## src/rtl/timer_evt_pkg.sv

```systemverilog
// Shared definitions for the timer event controller.
//   - APB register offsets (PADDR[3:0])
//   - CTRL register bit positions
//   - Service FSM state encoding
package timer_evt_pkg;

    localparam logic [3:0] REG_MASK = 4'h0;
    localparam logic [3:0] REG_PEND = 4'h4;
    localparam logic [3:0] REG_CTRL = 4'h8;
    localparam logic [3:0] REG_ID   = 4'hC;

    localparam int CTRL_EN_BIT = 0;
    localparam int CTRL_RR_BIT = 1;

    typedef enum logic [1:0] {
        IDLE = 2'd0,
        REQ  = 2'd1,
        GAP  = 2'd2
    } evt_state_e;

endpackage

```

## src/rtl/evt_rr_arbiter.sv

```systemverilog
// Combinational event picker.
//   req       : candidate vector
//   ptr       : round-robin start index (must be < N)
//   rr_en     : 0 = lowest index wins, 1 = first set index at/after ptr (wrapping)
//   gnt_id    : index of the winner (0 when nothing is set)
//   gnt_valid : at least one candidate present
module evt_rr_arbiter #(
    parameter  int N    = 4,
    localparam int ID_W = $clog2(N)
) (
    input  logic [N-1:0]    req,
    input  logic [ID_W-1:0] ptr,
    input  logic            rr_en,
    output logic [ID_W-1:0] gnt_id,
    output logic            gnt_valid
);

    int unsigned w_idx;

    // Scan from the lowest-priority slot towards the highest so that the
    // last hit written is the winner.
    always_comb begin
        gnt_id    = '0;
        gnt_valid = 1'b0;
        w_idx     = 0;
        for (int unsigned k = N; k > 0; k--) begin
            if (rr_en) begin
                w_idx = (32'(ptr) + k - 1) % N;
            end else begin
                w_idx = k - 1;
            end
            if (req[ID_W'(w_idx)]) begin
                gnt_id    = ID_W'(w_idx);
                gnt_valid = 1'b1;
            end
        end
    end

endmodule

```

## src/rtl/timer_event_ctrl.sv

```systemverilog
// Timer event controller: latches rising edges on the timer event lines as
// pending, masks and arbitrates them, and presents one event at a time to
// the core over a req/ack handshake. Configured through an APB slave.
//   HCLK, HRESETn            : clock, asynchronous active-low reset
//   PADDR..PENABLE           : APB request (PADDR[3:2] selects register)
//   PRDATA/PREADY/PSLVERR    : APB response (no wait states)
//   evt_i                    : level event lines, synchronous to HCLK
//   irq_req_o / irq_id_o     : request and index of the served event
//   irq_ack_i                : one-cycle acknowledge from the core
module timer_event_ctrl
    import timer_evt_pkg::*;
#(
    parameter  int APB_ADDR_WIDTH = 12,
    parameter  int EVT_CNT        = 4,
    localparam int ID_W           = $clog2(EVT_CNT)
) (
    input  logic                      HCLK,
    input  logic                      HRESETn,
    input  logic [APB_ADDR_WIDTH-1:0] PADDR,
    input  logic [31:0]               PWDATA,
    input  logic                      PWRITE,
    input  logic                      PSEL,
    input  logic                      PENABLE,
    output logic [31:0]               PRDATA,
    output logic                      PREADY,
    output logic                      PSLVERR,
    input  logic [EVT_CNT-1:0]        evt_i,
    output logic                      irq_req_o,
    output logic [ID_W-1:0]           irq_id_o,
    input  logic                      irq_ack_i
);

    logic [EVT_CNT-1:0] r_mask;
    logic [EVT_CNT-1:0] r_pend;
    logic [EVT_CNT-1:0] r_evt_q;
    logic [1:0]         r_ctrl;
    logic [ID_W-1:0]    r_id;
    logic [ID_W-1:0]    r_rr_ptr;
    logic               r_req;
    evt_state_e         r_state;

    logic [EVT_CNT-1:0] w_rise;
    logic [EVT_CNT-1:0] w_cand;
    logic [EVT_CNT-1:0] w_ack_clr;
    logic [EVT_CNT-1:0] w_w1c;
    logic               w_misalign;
    logic               w_wr;
    logic               w_served_ack;
    logic [ID_W-1:0]    w_gnt_id;
    logic               w_gnt_valid;
    logic [31:0]        w_rdata;
    logic               w_unused_apb;

    // Upper address bits alias; upper write-data bits have no storage.
    assign w_unused_apb = ^{PADDR[APB_ADDR_WIDTH-1:4], PWDATA};

    assign w_rise       = evt_i & ~r_evt_q;
    assign w_cand       = r_pend & r_mask;
    assign w_misalign   = (PADDR[1:0] != 2'b00);
    assign w_wr         = PSEL & PENABLE & PWRITE & ~w_misalign;
    assign w_served_ack = (r_state == REQ) & irq_ack_i;
    assign w_w1c        = (w_wr && PADDR[3:0] == REG_PEND) ? PWDATA[EVT_CNT-1:0] : '0;

    always_comb begin
        w_ack_clr = '0;
        if (w_served_ack) begin
            w_ack_clr[r_id] = 1'b1;
        end
    end

    evt_rr_arbiter #(
        .N(EVT_CNT)
    ) u_arb (
        .req      (w_cand),
        .ptr      (r_rr_ptr),
        .rr_en    (r_ctrl[CTRL_RR_BIT]),
        .gnt_id   (w_gnt_id),
        .gnt_valid(w_gnt_valid)
    );

    // Configuration and pending state. A new rise wins over any clear.
    always_ff @(posedge HCLK or negedge HRESETn) begin
        if (!HRESETn) begin
            r_evt_q <= '0;
            r_mask  <= '0;
            r_ctrl  <= '0;
            r_pend  <= '0;
        end else begin
            r_evt_q <= evt_i;
            r_pend  <= (r_pend & ~(w_w1c | w_ack_clr)) | w_rise;
            if (w_wr && PADDR[3:0] == REG_MASK) begin
                r_mask <= PWDATA[EVT_CNT-1:0];
            end
            if (w_wr && PADDR[3:0] == REG_CTRL) begin
                r_ctrl <= PWDATA[1:0];
            end
        end
    end

    // Service FSM. Once raised, the request is held until acknowledged,
    // regardless of later mask/enable/W1C changes.
    always_ff @(posedge HCLK or negedge HRESETn) begin
        if (!HRESETn) begin
            r_state  <= IDLE;
            r_req    <= 1'b0;
            r_id     <= '0;
            r_rr_ptr <= '0;
        end else begin
            case (r_state)
                IDLE: begin
                    if (r_ctrl[CTRL_EN_BIT] && w_gnt_valid) begin
                        r_id    <= w_gnt_id;
                        r_req   <= 1'b1;
                        r_state <= REQ;
                    end
                end
                REQ: begin
                    if (irq_ack_i) begin
                        r_req    <= 1'b0;
                        r_rr_ptr <= (r_id == ID_W'(EVT_CNT - 1)) ? '0 : r_id + 1'b1;
                        r_state  <= GAP;
                    end
                end
                GAP: begin
                    r_state <= IDLE;
                end
                default: begin
                    r_state <= IDLE;
                    r_req   <= 1'b0;
                end
            endcase
        end
    end

    always_comb begin
        w_rdata = '0;
        if (PSEL && !w_misalign) begin
            case (PADDR[3:0])
                REG_MASK: w_rdata[EVT_CNT-1:0] = r_mask;
                REG_PEND: w_rdata[EVT_CNT-1:0] = r_pend;
                REG_CTRL: w_rdata[1:0]         = r_ctrl;
                REG_ID: begin
                    w_rdata[ID_W-1:0] = r_id;
                    w_rdata[31]       = r_req;
                end
                default: w_rdata = '0;
            endcase
        end
    end

    assign PRDATA    = w_rdata;
    assign PREADY    = 1'b1;
    assign PSLVERR   = PSEL & PENABLE & w_misalign;
    assign irq_req_o = r_req;
    assign irq_id_o  = r_id;

endmodule

```

## config.mk

```make
export PLATFORM = sky130hd
export DESIGN_NAME = timer_event_ctrl
export DESIGN_NICKNAME = d
export VERILOG_FILES = /design/src/rtl/timer_evt_pkg.sv /design/src/rtl/evt_rr_arbiter.sv /design/src/rtl/timer_event_ctrl.sv
export SDC_FILE = /design/constraint.sdc
export NUM_CORES = 1
export LEC_CHECK = 0
export ABC_CLOCK_PERIOD_IN_PS = 1900
export BUFFER_PORTS_ARGS = -buffer_cell sky130_fd_sc_hd__buf_2
export CAP_MARGIN = 20
export CORE_MARGIN = 10
export CORE_UTILIZATION = 42
export CTS_BUF_LIST = sky130_fd_sc_hd__clkbuf_8 sky130_fd_sc_hd__clkbuf_16
export CTS_CLUSTER_SIZE = 14
export DETAILED_ROUTE_END_ITERATION = 8
export GPL_ROUTABILITY_DRIVEN = 1
export GPL_TIMING_DRIVEN = 0
export HOLD_SLACK_MARGIN = 0.12
export PLACE_DENSITY = 0.87
export SKIP_LAST_GASP = 1
export SLEW_MARGIN = 20
export SYNTH_ARGS = -nofsm -noshare
export SYNTH_HDL_FRONTEND = slang
export SYNTH_SLANG_ARGS = --single-unit
```

## constraint.sdc

```tcl
create_clock -name HCLK -period 1.9 [get_ports HCLK]
set_clock_uncertainty 0.05 [all_clocks]
set_input_delay 0.19 -clock HCLK [delete_from_list [all_inputs] [get_ports HCLK]]
set_output_delay 0.19 -clock HCLK [all_outputs]
set_load 0.1 [all_outputs]
```

==> metrics.md, run 1 <==
| Metric | Value |
|---|---|
| Status | `completed` |
| Final Util | `a little under three fifths` |
| Flop pwr share | `around a third` |
| Max Used Layer | `met4` |
| Pin count of the biggest net entering global routing | `22` |
| P_leak | `between 0.9 and 1 nW` |
| Die area | `roughly 6100 um^2` |
| Antenna Nets Post-Route | `0` |
| Worst Setup SP | `r_ctrl[1]` |
| TritonCTS clock tree | `done` |
| Worst Path Max Fanout | `10` |
| CP top delay family | `multiplexers` |
| Req. time, crit path | `between 1.5 and 2 ns` |
| Clock tree buffer depth | `2` |
| Stages on worst setup path | `4` |
| Hold Path Cell Cnt | `2` |
| Seq/Total Area, Yosys | `between 30% and 40%` |
| Dpl cells | `about 250` |
| Congestion Overflow GR | `0` |
| Die Ht | `78.3 um` |
| Worst setup EP type | `primary output` |
| Crit path buffers/inverters | `2` |
| Clock power frac | `14.7%` |
| Critical-path cell list | `buf_6 > mux4_2 > and3_4 > buf_12` |
| Global-route wire length before repair | `5.11 mm` |
| Core Area | `about 3300 um^2` |
| Final #Nets | `271` |
| Worst R2R Start | `r_rr_ptr[0]` |
| Maximum vdd ir drop | `approximately 570 uV` |
| Worst hold path endpoint | `r_mask[3]` |
| Starting Density | `between 40 and 50%` |
| Int Power | `0.977 mW` |
| # IOs | `91` |
| Total power | `a little under 2 mW` |
| Sw frac | `between 40% and 50%` |
| Final Setup Violations | `0` |
| Die X-Extent | `78.3 um` |
| Cell area after synthesis | `about 1400 um^2` |
| CP Launch Type | `register` |
| Post-DP HPWL | `between 2 and 3 mm` |
| H-tree depth | `1` |
| Fmax achieved | `between 500 and 600 MHz` |
| Number of iterations in the first detailed-routing pass | `4` |
| RSZ-0062 raised after global routing | `yes` |
| Number of remaining DRC errors | `0` |
| Combinational Power Share | `about half` |
| Via density | `~4.5` |
| R2R depth | `6` |
| Yosys warning count | `0` |
| Worst hold path type | `input port to register` |
| Largest area contributor in the netlist | `dfrtp_1` |
| Diode count | `0` |
| Max stage delay on crit path | `0.44 ns` |
| Total of max-cap violations | `0` |
| Slowest cell on the critical path | `mux4_2` |
| Met3 WL | `~250 um` |
| Buffers on Ports | `25` |
| Row cnt | `21` |
| Final std cells w/o fill | `258` |
| PD cells | `about 1000 nW/um^2` |
| Main synth FF type | `dfrtp_1` |
| Total GRT Usage | `roughly a tenth` |
| CP Data Arrival Time | `1.62 ns` |
| Routed via count | `1152` |
| Synth unique cells | `37` |
| Commonest cells after routing, fill and taps aside | `buf_4, conb_1, buf_2, dfrtp_1, nand2_1` |
| CTS sink cnt | `21` |
| Post-Syn Instances | `between 150 and 200` |
| Clock Pin Slew Worst Setup and Hold Paths | `0.07 ns` |
| Area delta synth->final | `30.0%` |
| Vias in the first global route | `approximately 1200` |
| Cts bufs inserted | `3` |
| Synth area leaders | `dfrtp_1, buf_4, nand2_1` |
| Flop-to-flop setup slack | `0.19 ns` |
| Wl on met1 | `1.23 mm` |
| Iteration-0 DRC Markers | `just over 60` |
| Async SR Flop Fraction | `100%` |
| Worst-skew pair later-pin latency | `0.26 ns` |
| Top cell type's share of synthesized area | `36.9%` |
| GPL Wtd Cong | `0.934` |
| Layout cell share with drive strength beyond 1 | `34.9%` |
| Final WS setup | `approximately 0.045 ns` |
| Drt total wl | `roughly 3.3 mm` |
| Final Cycle Share | `between 90% and 100%` |
| Average cell area after synthesis | `approximately 9.4 um^2` |
| Met2 Wirelength | `between 1.5 and 2 mm` |
| CP Class | `register to primary output` |
| Clk root buf | `clkbuf_8` |
| Min Tclk post-route | `roughly 1.9 ns` |
| Final Hold Fails | `0` |
| # fillers | `309` |
| Sw Pwr | `approximately 0.96 mW` |
| Number of flops mapped to enable cells by yosys | `0` |
| Worst setup slack after placement | `between 0.15 and 0.2 ns` |
| Synthesized flop and latch total | `21` |
| Hold wc startpoint | `PWDATA[3]` |
| Slew Limit Fails | `0` |
| Reg-to-reg endpoint | `irq_id_o[0]` |
| Initial antenna violation count | `0` |
| Post-DR wirelength/cell | `~13 um` |
per-stage QoR:
stage	instance area [um^2]	hold WS (ns)	setup TNS (ns)
floorplan	1540	-0.156	-0.276
global placement	1720	0.115	0
detailed placement	1720	0.116	0
CTS	1830	0.132	-0.0208
global route	1850	0.137	-0.0113
finish	1850	0.130	0
layout make-up:
cell class | instances | area (um^2) | share of cell area [%]
multi-input combinational | 119 | 756 | 40.8
timing repair buffer | 31 | 206 | 11.1
sequential | 21 | 528 | 28.5
clock buffer | 3 | 41.3 | 2.23
buffer | 31 | 236 | 12.8
tap | 46 | 57.6 | 3.11
inverter | 6 | 22.5 | 1.22
clock inverter | 1 | 5.00 | 0.270
worst register-to-register path: stages (launching register included):
cell      delay [ns]
dfrtp_1         0.38
buf_6           0.14
xor2_1          0.18
a221oi_1        0.34
a221oi_2        0.06
or3_1           0.33
a31oi_1         0.16
state kept, by name (all words and copies together), names as in the netlist:
| name | count |
|---|---|
| r_ctrl | 2 |
| r_pend | 4 |
| r_evt_q | 4 |
| irq_id_o | 2 |
| r_mask | 4 |
| irq_req_o | 1 |
| r_rr_ptr | 2 |
| r_state | 2 |
layer usage:
| layer | track usage [%] | vias up |
|---|---|---|
| met1 | 9.48 | 521 |
| met5 | 0 | - |
| met2 | 19.6 | 37 |
| li1 | - | 588 |
| met3 | 3.30 | 6 |
| met4 | 2.69 | 0 |
worst max path at each step:
stage | to
after floorplan | PRDATA[2]
after global placement | PRDATA[1]
after detailed placement | PRDATA[1]
after CTS | PRDATA[1]
after global routing | PRDATA[1]
final | PRDATA[1]
synth_stat cells, types with 2 or more instances:
| cell | n |
|---|---|
| inv_1 | 6 |
| a21oi_1 | 2 |
| mux4_2 | 2 |
| buf_4 | 29 |
| and3_1 | 5 |
| and2_4 | 2 |
| nor2_1 | 9 |
| nand3_1 | 6 |
| ha_1 | 4 |
| dfrtp_1 | 21 |
| conb_1 | 2 |
| mux2_2 | 2 |
| a21o_1 | 2 |
| nand2_1 | 18 |
| mux2_1 | 6 |
| mux2i_1 | 3 |
| a31oi_1 | 2 |
| o21ai_0 | 7 |
| nand4_1 | 3 |
| and2_1 | 3 |
logic make-up (layout without fill, tap and decap cells):
family	Yosys count	count (layout)	share of synthesized area, %
compound gates	22	22	10.6
buf+inv	37	72	17.9
other cells	2	28	0.527
xor+xnor	1	1	0.615
simple gates	50	50	17.3
fa+ha+maj	4	4	3.51
mux	14	14	12.6
flops	21	21	36.9
repair_timing:
| action | 4_1_cts | 5_1_grt |
|---|---|---|
| setup buffers | 0 | 0 |
| endpoints found under the hold margin | 26 | 0 |
| gates cloned | 0 | 0 |
| hold buffers | 6 | 0 |
| resized for setup | 3 | 5 |
| setup endpoints to repair | 2 | 2 |
power groups by stage:
| stage | combinational [mW] | sequential (mW) | clock (mW) |
|---|---|---|---|
| global route | 1.07 | 0.657 | 0.308 |
| global placement | 0.965 | 0.645 | 0 |
| floorplan | 0.659 | 0.812 | 0 |
| finish | 1.00 | 0.645 | 0.285 |
| detailed placement | 0.980 | 0.649 | 0 |
| CTS | 0.996 | 0.641 | 0.294 |
Note: power is estimated with default switching activity, not from simulation.
==> run 2, diff against run 1 <==
--- a/config.mk
+++ b/config.mk
@@ -16,7 +16,7 @@
 export GPL_ROUTABILITY_DRIVEN = 1
 export GPL_TIMING_DRIVEN = 0
 export HOLD_SLACK_MARGIN = 0.12
-export PLACE_DENSITY = 0.87
+export PLACE_DENSITY = 0.79
 export SKIP_LAST_GASP = 1
 export SLEW_MARGIN = 20
 export SYNTH_ARGS = -nofsm -noshare
==> metrics.md, run 2 (synthesis results as in run 1) <==
| Metric | Value |
|---|---|
| Post-DR wirelength/cell | `12.5 um (-0.72%)` |
| Core Area | `3310 um^2 (unchanged)` |
| Multi-input logic area | `756 um^2 (unchanged)` |
| Req. time, crit path | `1.66 ns (about the same)` |
| H-tree depth | `1 (unchanged)` |
| Clock tree buffer depth | `2 (unchanged)` |
| Vias in the first global route | `1178 (-0.93%)` |
| Initial antenna violation count | `0 (unchanged)` |
| Final WS setup | `0.0218 ns (-0.0228 ns)` |
| Global-route wire length before repair | `5.21 mm (+1.9%)` |
| Post-DP HPWL | `2.68 mm (-1.0%)` |
| Row cnt | `21 (unchanged)` |
| Diode count | `0 (unchanged)` |
| GR peak layer | `met2` |
| Starting Density | `43.0% (unchanged)` |
| Number of remaining DRC errors | `0 (unchanged)` |
| Number of iterations in the first detailed-routing pass | `4 (unchanged)` |
| Clk root buf | `clkbuf_8` |
| Antenna Nets Post-Route | `0 (unchanged)` |
| Cts bufs inserted | `3 (unchanged)` |
| GR Util met2 | `19.0% (-0.58 points)` |
| RSZ-0062 raised after global routing | `yes` |
| Final #Nets | `272 (+0.37%)` |
| Biggest regs | `r_evt_q: 4 flops, r_mask: 4 flops, r_pend: 4 flops` |
| P_leak | `0.984 nW (+0.32%)` |
| Layout cell share with drive strength beyond 1 | `35.2% (+0.31 points)` |
| Setup TNS Final | `0 ns (unchanged)` |
| Clock Pin Slew Worst Setup and Hold Paths | `0.07 ns (about the same)` |
| # fillers | `313 (+1.3%)` |
| Total GRT Usage | `10.1% (+0.18 points)` |
| CP Data Arrival Time | `1.64 ns (+0.02 ns)` |
| Fmax achieved | `532 MHz (-1.2%)` |
| Min Hold Slack | `0.125 ns (-0.00570 ns)` |
| Congestion Overflow GR | `0 (unchanged)` |
| Min Tclk post-route | `1.88 ns (+0.0228 ns)` |
| Worst setup slack after placement | `0.160 ns (-0.0137 ns)` |
| Buffers on Ports | `25 (unchanged)` |
| PD cells | `1050 nW/um^2 (+0.35%)` |
| Commonest cells after routing, fill and taps aside | `buf_4, conb_1, buf_2, dfrtp_1, nand2_1` |
| Status | `completed` |
| CTS sink cnt | `21 (unchanged)` |
| TritonCTS clock tree | `done` |
| Met1 usage | `9.65% (+0.17 points)` |
| CP Class | `register to primary output` |
| Die area | `6120 um^2 (unchanged)` |
| Drt total wl | `3.24 mm (-0.34%)` |
| Routed via count | `1163 (+0.95%)` |
| CP Launch Type | `register` |
| Slew Limit Fails | `0 (unchanged)` |
| Area delta synth->final | `30.0% (unchanged)` |
| Die X-Extent | `78.3 um (unchanged)` |
| Final Setup Violations | `0 (unchanged)` |
| Worst hold path type | `input port to register` |
| Iteration-0 DRC Markers | `34 (-44%)` |
| Total of max-cap violations | `0 (unchanged)` |
| Worst Path Max Fanout | `10 (unchanged)` |
| Worst-skew pair later-pin latency | `0.26 ns (about the same)` |
| Via density | `4.49 (+0.57%)` |
| Maximum vdd ir drop | `620 uV (+8.8%)` |
| Final Hold Fails | `0 (unchanged)` |
| Pin count of the biggest net entering global routing | `22 (unchanged)` |
| Met3 Usage GRT | `3.53% (+0.23 points)` |
| Worst setup EP type | `primary output` |
| GPL Wtd Cong | `0.895 (-4.2%)` |
| Commonest non-fill, non-tap cell in the layout | `buf_4` |
| Die Ht | `78.3 um (unchanged)` |
| # IOs | `91 (unchanged)` |
| FF+latch area | `528 um^2 (unchanged)` |
| Final Cycle Share | `98.9% (+1.2 points)` |
| Final Util | `56.0% (unchanged)` |
==> run 2: cell types whose count changed in the layout (fill, tap and decap cells not counted), sizes merged <==
cell,change
buf,+1
==> run 2: layer usage <==
metal	share of wire [%]	wire (um)
met3	7.9	255
met2	52	1690
met4	1.9	60
met1	38	1230
met5	0	0
==> run 2: power by group <==
| part | total (mW) | internal (mW) | switching (mW) |
|---|---|---|---|
| registers | 0.630 | 0.539 | 0.0910 |
| logic | 1.03 | 0.302 | 0.726 |
| clock network | 0.283 | 0.146 | 0.137 |
| total | 1.94 | 0.987 | 0.954 |
==> run 2: layout make-up <==
type,instances,area share [%]
flip-flops and latches,21,28.5
clock buffers,3,2.23
well taps,46,3.11
clock inverters,1,0.270
inverters,6,1.22
multi-input cells,119,40.8
repair buffers,32,11.3
plain buffers,31,12.6
==> run 2: worst paths after layout <==
kind | startpoint | to | depth (start not counted) | slack [ns]
worst max-delay path | r_ctrl[1] | PRDATA[1] | 4 | 0.02
worst min-delay path | PWDATA[3] | r_mask[3] | 2 | 0.12
min in group asynchronous | HRESETn | r_mask[3] | 2 | 0.37
worst max register to register | r_ctrl[1] | irq_id_o[0] | 6 | 0.21
max in group asynchronous | HRESETn | irq_id_o[0] | 2 | 1.09
worst min register to register | r_evt_q[3] | r_pend[3] | 1 | 0.37
==> run 2: stage by stage <==
step / area (um^2) / cells / power (mW)
after floorplan: 1540 / 177 / 1.47
after global placement: 1720 / 248 / 1.62
after detailed placement: 1720 / 248 / 1.63
after CTS: 1830 / 258 / 1.93
after global routing: 1850 / 259 / 2.05
final: 1850 / 259 / 1.94
==> run 2: critical path: stages (launching register included) <==
cell and delay (ns):
dfrtp_1 0.40, buf_4 0.17, mux4_2 0.45, and3_4 0.20, buf_12 0.16
==> run 2: repair_timing <==
action | in CTS | in global routing
endpoints found under the hold margin | 26 | 0
gates resized for setup | 3 | 3
endpoints found under the setup margin | 2 | 2
buffers inserted | 0 | 1
hold buffers | 6 | 0
